File: config.mk
export PLATFORM = sky130hd
export DESIGN_NAME = mfilter_config_ctrl
export DESIGN_NICKNAME = d
export VERILOG_FILES = /design/src/rtl/mfilter_config_ctrl.sv
export SDC_FILE = /design/constraint.sdc
export NUM_CORES = 2
export LEC_CHECK = 0
export CORE_MARGIN = 1
export CORE_UTILIZATION = 53
export DETAILED_ROUTE_END_ITERATION = 6
export PLACE_DENSITY = 0.79
export SYNTH_ARGS = -nofsm -noshare
export SYNTH_HDL_FRONTEND = slang
export SYNTH_SLANG_ARGS = --single-unit
File: constraint.sdc
create_clock -name clk -period 3.47 [get_ports clk]
set_clock_uncertainty 0.15 [all_clocks]
set_input_delay 1.041 -clock clk [delete_from_list [all_inputs] [get_ports clk]]
set_output_delay 1.041 -clock clk [all_outputs]
set_load 0.01 [all_outputs]
File: src/rtl/mfilter_config_ctrl.sv
// Matched-filter configuration controller: shadow/active register double buffer,
// commit-by-swap sequencing, match acknowledge and holdoff-gated match counting.
module mfilter_config_ctrl (
  input  logic         clk,
  input  logic         reset,
  input  logic         serial_strobe,
  input  logic [6:0]   serial_addr,
  input  logic [31:0]  serial_data,
  input  logic         rxstrobe,
  input  logic         match,
  output logic [383:0] co_bank,
  output logic [7:0]   co_length,
  output logic         co_valid,
  output logic [31:0]  threshhold,
  output logic         ack,
  output logic         match_event,
  output logic [15:0]  match_count,
  output logic [7:0]   status
);
  localparam logic [1:0] ST_IDLE    = 2'd0;
  localparam logic [1:0] ST_RUN     = 2'd1;
  localparam logic [1:0] ST_HOLDOFF = 2'd2;
  localparam logic [1:0] ST_SWAP    = 2'd3;

  localparam logic [6:0] ADDR_LEN  = 7'd12;
  localparam logic [6:0] ADDR_THR  = 7'd13;
  localparam logic [6:0] ADDR_CTRL = 7'd14;
  localparam logic [6:0] ADDR_HOLD = 7'd15;
  localparam logic [7:0] MAX_LEN   = 8'd192;

  logic [11:0][31:0] shadow_coef_r, active_coef_r;
  logic [7:0]        shadow_len_r, active_len_r;
  logic [31:0]       shadow_thr_r, active_thr_r;
  logic [15:0]       holdoff_r, hcnt_r, hcnt_nxt_s;
  logic [15:0]       match_count_r, match_count_nxt_s;
  logic [1:0]        state_r, state_nxt_s;
  logic              enable_r, committed_r, shadow_dirty_r, err_r;
  logic              co_valid_r, ack_r, match_event_r;
  logic              ctrl_wr_s, shadow_wr_s, enable_s, len_ok_s;
  logic              commit_ok_s, commit_bad_s, clear_s, ack_s, count_s;

  // Register-write decode and match qualification.
  always_comb begin
    ctrl_wr_s    = serial_strobe && (serial_addr == ADDR_CTRL);
    shadow_wr_s  = serial_strobe && ((serial_addr < ADDR_CTRL) || (serial_addr == ADDR_HOLD));
    if (ctrl_wr_s) begin
      enable_s = serial_data[0];
    end else begin
      enable_s = enable_r;
    end
    len_ok_s     = (shadow_len_r != 8'd0) && (shadow_len_r <= MAX_LEN);
    commit_ok_s  = ctrl_wr_s && serial_data[1] && len_ok_s;
    commit_bad_s = ctrl_wr_s && serial_data[1] && !len_ok_s;
    clear_s      = ctrl_wr_s && serial_data[2];
    // A held match line is acknowledged every other cycle.
    ack_s        = match && !ack_r;
    count_s      = ack_s && (state_r == ST_RUN) && !commit_ok_s;
  end

  // Next state, holdoff counter and match counter.
  always_comb begin
    state_nxt_s = state_r;
    hcnt_nxt_s  = hcnt_r;
    if (commit_ok_s) begin
      state_nxt_s = ST_SWAP;
      hcnt_nxt_s  = 16'd0;
    end else if (ctrl_wr_s && !serial_data[0]) begin
      state_nxt_s = ST_IDLE;
      hcnt_nxt_s  = 16'd0;
    end else begin
      case (state_r)
        ST_IDLE: begin
          if (enable_s && committed_r) begin
            state_nxt_s = ST_RUN;
          end else begin
            state_nxt_s = ST_IDLE;
          end
        end
        ST_RUN: begin
          if (count_s) begin
            hcnt_nxt_s = holdoff_r;
            if (holdoff_r != 16'd0) begin
              state_nxt_s = ST_HOLDOFF;
            end else begin
              state_nxt_s = ST_RUN;
            end
          end else begin
            state_nxt_s = ST_RUN;
          end
        end
        ST_HOLDOFF: begin
          if (rxstrobe) begin
            hcnt_nxt_s = hcnt_r - 16'd1;
            if (hcnt_r <= 16'd1) begin
              state_nxt_s = ST_RUN;
            end else begin
              state_nxt_s = ST_HOLDOFF;
            end
          end else begin
            state_nxt_s = ST_HOLDOFF;
          end
        end
        ST_SWAP: begin
          if (enable_s) begin
            state_nxt_s = ST_RUN;
          end else begin
            state_nxt_s = ST_IDLE;
          end
        end
        default: begin
          state_nxt_s = ST_IDLE;
          hcnt_nxt_s  = 16'd0;
        end
      endcase
    end

    if (clear_s) begin
      if (count_s) begin
        match_count_nxt_s = 16'd1;
      end else begin
        match_count_nxt_s = 16'd0;
      end
    end else if (count_s && (match_count_r != 16'hFFFF)) begin
      match_count_nxt_s = match_count_r + 16'd1;
    end else begin
      match_count_nxt_s = match_count_r;
    end
  end

  // Shadow register file and host-visible control bits.
  always_ff @(posedge clk) begin
    if (reset) begin
      shadow_coef_r  <= '0;
      shadow_len_r   <= 8'd0;
      shadow_thr_r   <= 32'd0;
      holdoff_r      <= 16'd0;
      enable_r       <= 1'b0;
      shadow_dirty_r <= 1'b0;
      err_r          <= 1'b0;
    end else begin
      if (serial_strobe && (serial_addr < ADDR_LEN)) begin
        shadow_coef_r[serial_addr[3:0]] <= serial_data;
      end
      if (serial_strobe && (serial_addr == ADDR_LEN)) begin
        shadow_len_r <= serial_data[7:0];
      end
      if (serial_strobe && (serial_addr == ADDR_THR)) begin
        shadow_thr_r <= serial_data;
      end
      if (serial_strobe && (serial_addr == ADDR_HOLD)) begin
        holdoff_r <= serial_data[15:0];
      end
      enable_r <= enable_s;
      // A write landing during SWAP keeps the shadow dirty.
      if (shadow_wr_s) begin
        shadow_dirty_r <= 1'b1;
      end else if (state_r == ST_SWAP) begin
        shadow_dirty_r <= 1'b0;
      end
      if (commit_bad_s) begin
        err_r <= 1'b1;
      end else if (state_r == ST_SWAP) begin
        err_r <= 1'b0;
      end
    end
  end

  // Active configuration, state machine and match outputs.
  always_ff @(posedge clk) begin
    if (reset) begin
      active_coef_r <= '0;
      active_len_r  <= 8'd0;
      active_thr_r  <= 32'd0;
      committed_r   <= 1'b0;
      state_r       <= ST_IDLE;
      hcnt_r        <= 16'd0;
      co_valid_r    <= 1'b0;
      ack_r         <= 1'b0;
      match_event_r <= 1'b0;
      match_count_r <= 16'd0;
    end else begin
      if (state_r == ST_SWAP) begin
        active_coef_r <= shadow_coef_r;
        active_len_r  <= shadow_len_r;
        active_thr_r  <= shadow_thr_r;
        committed_r   <= 1'b1;
      end
      state_r       <= state_nxt_s;
      hcnt_r        <= hcnt_nxt_s;
      co_valid_r    <= (state_nxt_s == ST_RUN) || (state_nxt_s == ST_HOLDOFF);
      ack_r         <= ack_s;
      match_event_r <= count_s;
      match_count_r <= match_count_nxt_s;
    end
  end

  assign co_bank     = active_coef_r;
  assign co_length   = active_len_r;
  assign threshhold  = active_thr_r;
  assign co_valid    = co_valid_r;
  assign ack         = ack_r;
  assign match_event = match_event_r;
  assign match_count = match_count_r;
  assign status      = {state_r, err_r, shadow_dirty_r, 4'b0000};

endmodule

Word level (Yosys, flattened, before mapping)
Index checks and enable logic that the tools add are counted.

Bits in latches: 0. RAM bits: 0. Output and inout port bits: 451. Bits in read-only memories: 0. Bits of input ports: 44. Memories kept: 0. Word-level logic and storage cells: 114. Register bits: 905.

Shift operators: 0. $lt $le $gt $ge: 6. Multipliers: 0. Bitwise operators: 0. Muxes and demuxes: 22. Equal/unequal tests: 12. Div/mod/pow operators: 0. Reductions and logical operators: 33. Add/subtract/negate cells: 2.

Operators with widths (number): bitwise mux 384 bit (1); demux 32 bit (select 4 bit) (1); 2-to-1 mux 16 bit (4); 2-to-1 mux 32 bit (1); case mux 16 bit (2 select lines) (1); == test 7 x 4 -> 1 bit (second input constant) (4); logical AND 1 bit (18); adder 16 x 1 -> 16 bit (second input constant) (1); less-or-equal comparator 16 x 1 -> 1 bit (second input constant) (1); inequality test 16 bit (second input constant) (1); nonzero test 16 bit (1); subtractor 16 x 1 -> 16 bit (second input constant) (1); less-than comparator 7 x 4 -> 1 bit (second input constant) (2); 2-to-1 mux 2 bit (6); less-or-equal comparator 8 bit (second input constant) (1); case mux 2 bit (4 select lines) (1); nonzero test 2 bit (4); nonzero test 8 bit (1); 2-to-1 mux 1 bit (7); == test 2 bit (second input constant) (3); less-than comparator 4 x 5 -> 1 bit (second input constant) (1); == test 2 x 1 -> 1 bit (second input constant) (2); >= comparator 4 x 1 -> 1 bit (second input constant) (1); logical NOT 1 bit (4); other kinds (5) (7).

Depth between registers and ports, before layout
Word-level depth: 12. Gate-level depth with buffers: 9. Gate-level depth less buffers: 8.

Worst setup path before layout
OpenSTA, ideal clock, no wires.

Kind: input to register. From: input port serial_addr[5]. To: register hcnt_r[1]. Stages on the path: 8. Buffers on the path: 2. Setup time: 0.130 ns. Data required time: 3.190 ns. Arrival time: 2.800 ns. Path slack: 0.390 ns. Cells stage by stage: or4b_4 > or3_1 > o31a_1 > buf_6 > a21o_1 > buf_6 > o211ai_1 > a21oi_1.

Longest elaborated chain between the ends: 8. Elaborated cells between the ends (all ways): 10. Classes of those cells: eq/ne: 2; reduce/logical: 8.

Ends and longest elaborated chain: start, declared (RTL line 7) `input logic [6:0] serial_addr,`; == test 7 x 4 -> 1 bit (*) (RTL line 44) `ctrl_wr_s = serial_strobe && (serial_addr == ADDR_CTRL);`; logical AND 1 bit (*) (RTL line 44); logical AND 1 bit (2 in series) (RTL line 52) `commit_ok_s = ctrl_wr_s && serial_data[1] && len_ok_s;`; logical NOT 1 bit (RTL line 57) `count_s = ack_s && (state_r == ST_RUN) && !commit_ok_s;`; logical AND 1 bit (RTL line 57); inequality test 2 bit (no source line); AND reduction 3 bit (no source line); end signal, assigned (RTL line 189) `hcnt_r <= hcnt_nxt_s;`; end, declared (RTL line 34) `logic [15:0] holdoff_r, hcnt_r, hcnt_nxt_s;`.

Mark *: on every way between the ends. The rest lies on a longest branch, timed or not. A chain may end at the register's enable or synchronous reset.

Final worst setup path
From: input port serial_addr[5]. To: register co_valid_r, in the netlist co_valid.

Longest elaborated chain between the ends: 12. Elaborated cells between the ends (all ways): 18. Classes of those cells: eq/ne: 3; mux: 7; reduce/logical: 8.

Ends and longest elaborated chain: == test 7 x 4 -> 1 bit (*) (RTL line 44); logical AND 1 bit (*) (RTL line 44); logical AND 1 bit (2 in series) (RTL line 52); logical NOT 1 bit (RTL line 57); logical AND 1 bit (RTL line 57); 2-to-1 mux 2 bit (RTL line 80) `if (count_s) begin`; case mux 2 bit (4 select lines) (RTL line 71) `case (state_r)`; 2-to-1 mux 2 bit (RTL line 67) `end else if (ctrl_wr_s && !serial_data[0]) begin`; 2-to-1 mux 2 bit (*) (RTL line 64) `if (commit_ok_s) begin`; == test 2 x 1 -> 1 bit / == test 2 bit (equally long branches) (RTL line 190) `co_valid_r <= (state_nxt_s == ST_RUN) || (state_nxt_s == ST_HOLDOFF);`; logical OR 1 bit (*) (RTL line 190); end signal, assigned (RTL line 190); end, declared (RTL line 38) `logic co_valid_r, ack_r, match_event_r;`.

Marked as above.

==> impl_metrics.prom <==
# TYPE chip_impl_metric gauge
chip_impl_info{name="outcome",value="finished with violations"} 1
chip_impl_info{name="violations",value="design-rule violations"} 1
chip_impl_info{name="rsz0062_at_grt",value="no"} 1
chip_impl_info{name="worstSetupEndpointType",value="flip-flop"} 1
chip_impl_metric{name="antenna_violations_before_repair",unit=""} 7
chip_impl_metric{name="adder_and_majority_gate_portion_of_the_synthesized_area",unit=""} 0.001179
chip_impl_metric{name="area_delta_synth_final",unit="%"} 28.05
chip_impl_info{name="cts-root-buf",value="clkbuf_16"} 1
chip_impl_metric{name="grt_max_degree",unit=""} 104
chip_impl_info{name="critPathLaunchType",value="primary input"} 1
chip_impl_info{name="slowest_stage",value="or4b_4"} 1
chip_impl_metric{name="irDropWorstVdd",unit="uV"} 516.6
chip_impl_metric{name="post-route-drc-count",unit=""} 63
chip_impl_metric{name="syn-instance-count",unit=""} 4101
chip_impl_metric{name="clock_sink_count",unit=""} 905
chip_impl_metric{name="sum_of_internal_switching_and_leakage_power",unit="mW"} 20.46
chip_impl_metric{name="share_of_cell_area_taken_by_muxes_after_synthesis",unit=""} 0.003143
chip_impl_metric{name="cts-buffers-inserted",unit=""} 88
chip_impl_metric{name="routabilityCongestion",unit=""} 0.8802
chip_impl_metric{name="hpwlAfterDp",unit="um"} 63220
chip_impl_info{name="final_cell_mix",value="1753 x nand2_1, 905 x dfxtp_1, 884 x a21oi_1"} 1
chip_impl_metric{name="setup_total_negative_slack",unit="ps"} 0
chip_impl_info{name="synth_flop_cell",value="dfxtp_1"} 1
chip_impl_metric{name="dr_total_vias",unit=""} 29600
chip_impl_metric{name="maxSlewHeadroom",unit=""} 0.4230
chip_impl_metric{name="arrival",unit="ps"} 3510
chip_impl_metric{name="cts.htree.levels",unit=""} 3
chip_impl_metric{name="vias_per_cell",unit=""} 5.569
chip_impl_metric{name="cp.buffers_inverters",unit=""} 2
chip_impl_info{name="setup.worst_path.class",value="in2reg"} 1
chip_impl_metric{name="synth_seq_area_share",unit=""} 0.5690
chip_impl_metric{name="count_of_instances_resized_after_the_clock_tree_is_built",unit=""} 0
chip_impl_metric{name="postLayoutCellArea",unit="mm2"} 0.04078
chip_impl_metric{name="number_of_ports_placed_on_the_die_boundary",unit=""} 495
chip_impl_metric{name="final_cell_count_no_fill",unit=""} 5314
chip_impl_info{name="synth.top_cells.by_area",value="dfxtp_1 57%, nand2_1 21%, a21oi_1 14%"} 1
chip_impl_metric{name="synth.ff_latch_count",unit=""} 905
chip_impl_info{name="hold_path.class",value="reg2reg"} 1
chip_impl_metric{name="placed_cell_area",unit="mm2"} 0.03792
chip_impl_metric{name="synth_compound_area_frac",unit=""} 0.1493
chip_impl_metric{name="tightestPinTransition",unit="ps"} 865.5
chip_impl_metric{name="diodes",unit=""} 0
chip_impl_metric{name="layout.filler_cells",unit=""} 4750
chip_impl_metric{name="dr.first_iter.drc_count",unit=""} 2952
chip_impl_metric{name="drt.antenna.violating_nets",unit=""} 0
chip_impl_metric{name="synthSimpleGateAreaFrac",unit=""} 0.2325
chip_impl_metric{name="finalWirelength",unit="um"} 104200
chip_impl_info{name="worstPathCellList",value="clkdlybuf4s50_1 -> or4b_4 -> or3_1 -> o31a_1 -> buf_12 -> a21oi_1 -> o21ai_0 -> a211oi_1"} 1
chip_impl_info{name="layout.cells.most_common",value="nand2_1"} 1
chip_impl_metric{name="leakage_power",unit="nW"} 13.37
chip_impl_metric{name="chipWidth",unit="um"} 247.1
chip_impl_metric{name="first_global_vias",unit=""} 26730
chip_impl_metric{name="grt_usage",unit=""} 0.3301
chip_impl_metric{name="rows",unit=""} 89
chip_impl_metric{name="synth_xor_area_frac",unit=""} 0.003301
chip_impl_metric{name="netlist_area",unit="mm2"} 0.03184
chip_impl_metric{name="area.sequential",unit="mm2"} 0.01812
chip_impl_metric{name="cts_buffer_depth",unit=""} 3
chip_impl_metric{name="dieHeight",unit="um"} 247.1
chip_impl_info{name="synth_largest_area_cell",value="dfxtp_1"} 1
chip_impl_metric{name="setup.reg_to_reg.worst_slack",unit="ps"} 890
chip_impl_metric{name="port_buffers",unit=""} 490
chip_impl_metric{name="dpl.cell_count",unit=""} 5158
chip_impl_metric{name="initial_standard_cell_utilization_of_the_core",unit=""} 0.5375
chip_impl_metric{name="nNetsFinal",unit=""} 4522
chip_impl_metric{name="max_freq",unit="MHz"} 321.7
chip_impl_metric{name="routedWlPerCell",unit="um"} 19.62
chip_impl_metric{name="gr-total-overflow",unit=""} 0
chip_impl_metric{name="synth_top_area_share",unit=""} 0.5690
chip_impl_metric{name="pwr_density_cell",unit="mW/mm2"} 501.7
chip_impl_metric{name="post-cts-setup-buffers",unit=""} 0
chip_impl_metric{name="timing_max_transition_violations_final",unit=""} 0
chip_impl_metric{name="timing.critical_path.slowest_cell_delay",unit="ps"} 600
chip_impl_metric{name="cp_data_required_time",unit="ps"} 3870
chip_impl_metric{name="max_cap_violations",unit=""} 0
chip_impl_metric{name="core-area",unit="mm2"} 0.05924
chip_impl_metric{name="synth_edf_count",unit=""} 0
chip_impl_metric{name="post_cts_hold_buffer_count",unit=""} 0
chip_impl_metric{name="worst_skew_pair.late_latency",unit="ps"} 640
chip_impl_metric{name="cts.reportedPaths.clkPinSlew",unit="ps"} 60
chip_impl_metric{name="cp_max_fo",unit=""} 22
chip_impl_metric{name="post_synth.cell_area_avg",unit="um2"} 7.765
chip_impl_metric{name="drt-pass1-iter-count",unit=""} 7
chip_impl_metric{name="drive_above_1_share",unit=""} 0.06232
chip_impl_metric{name="post_synth_num_cell_types",unit=""} 53
chip_impl_info{name="critical_path.top_delay_family",value="simple AND/OR/NAND/NOR gates"} 1
chip_impl_metric{name="timing.final.crit_period",unit="ps"} 3108
chip_impl_metric{name="period_share",unit=""} 0.8957
chip_impl_info{name="cts_tree",value="yes"} 1
chip_impl_info{name="synth_top_family_by_area",value="simple AND/OR/NAND/NOR gates"} 1
chip_impl_metric{name="hold_viol_final",unit=""} 0
chip_impl_metric{name="multiInputGateArea",unit="mm2"} 0.01247
chip_impl_metric{name="report.final.setup_viol",unit=""} 0
chip_impl_metric{name="async_reset_ff_frac",unit=""} 0
chip_impl_metric{name="finalCoreUtilization",unit=""} 0.6883
chip_impl_metric{name="dieArea",unit="mm2"} 0.06107
chip_impl_metric{name="synth-warning-count",unit=""} 0
chip_impl_metric{name="grt_pass1_wl",unit="um"} 154800
worst min-delay path, stage by stage (launching register included):
cell,delay (ps)
dfxtp_1,310
nand2_1,50
a21oi_1,50
layout make-up:
cell class	instances	area share
well taps	773	0.02372
clock inverters	27	0.007733
multi-input cells	2864	0.3057
flip-flops and latches	905	0.4443
inverters	5	0.0004603
repair buffers	611	0.1558
clock buffers	129	0.06223
power breakdown:
part           switching [mW]  internal, mW  total [mW]
Clock                    4.02          5.46        9.48
Sequential            0.00696          10.4        10.4
Combinational           0.452         0.122       0.573
Total                    4.48          16.0        20.5
worst paths after layout:
path / to / depth (start not counted) / start
max reg2reg: co_valid / 7 / shadow_len_r[0]
max: co_valid / 8 / serial_addr[5]
min: co_bank[50] / 2 / shadow_coef_r[50]
min reg2reg: co_bank[50] / 2 / shadow_coef_r[50]
layer usage:
metal,up-vias,part of all wire,wire length (um),global-route usage
met4,8,0.046,4824,0.1570
met2,1358,0.45,46450,0.5030
li1,13950,-,-,-
met5,-,0.00055,57,0
met1,14030,0.41,42620,0.4540
met3,253,0.099,10290,0.05589
cells in the mapped netlist, drive strengths merged (3+ instances only):
library cell	instances
xor2	12
or3	5
nor2	61
and2	4
nand4	12
nor3	11
a31oi	4
nand4b	3
dfxtp	905
or4	4
a21oi	885
nand3	17
nor4	9
o22ai	4
o21a	3
buf	21
nand2b	4
inv	5
mux2i	10
clkbuf	309
or2	3
ha	3
nor2b	4
and3	8
o211ai	5
o21ai	14
nand2	1754
registers in the layout (all words and copies together) (netlist names):
| register | cells |
|---|---|
| co_bank | 384 |
| enable_r | 1 |
| err_r | 1 |
| match_event | 1 |
| shadow_coef_r | 384 |
| hcnt_r | 16 |
| committed_r | 1 |
| co_length | 8 |
| match_count | 16 |
| holdoff_r | 16 |
| threshhold | 32 |
| shadow_dirty_r | 1 |
| ack | 1 |
| shadow_len_r | 8 |
| co_valid | 1 |
| state_r | 2 |
| shadow_thr_r | 32 |
cells by family (layout without fill, tap and decap cells):
kind of cell	after synthesis	after routing
and+or+nand+nor	1906	1906
muxes	10	10
xor gates and xnor gates	12	12
adders and majority gates	3	3
AOI/OAI and AO/OA	929	929
DFF	905	905
other	1	4
buffers and inverters	335	772
metrics by stage:
stage	worst slack [ps]	hold slack (ps)
2_1_floorplan	389.9	281.8
4_1_cts	409.0	298.9
3_3_place_gp	-222.3	286.8
3_5_place_dp	-246.8	292.1
5_1_grt	296.3	310.5
6_report	361.8	294.2
Note: power is estimated with default switching activity, not from simulation.
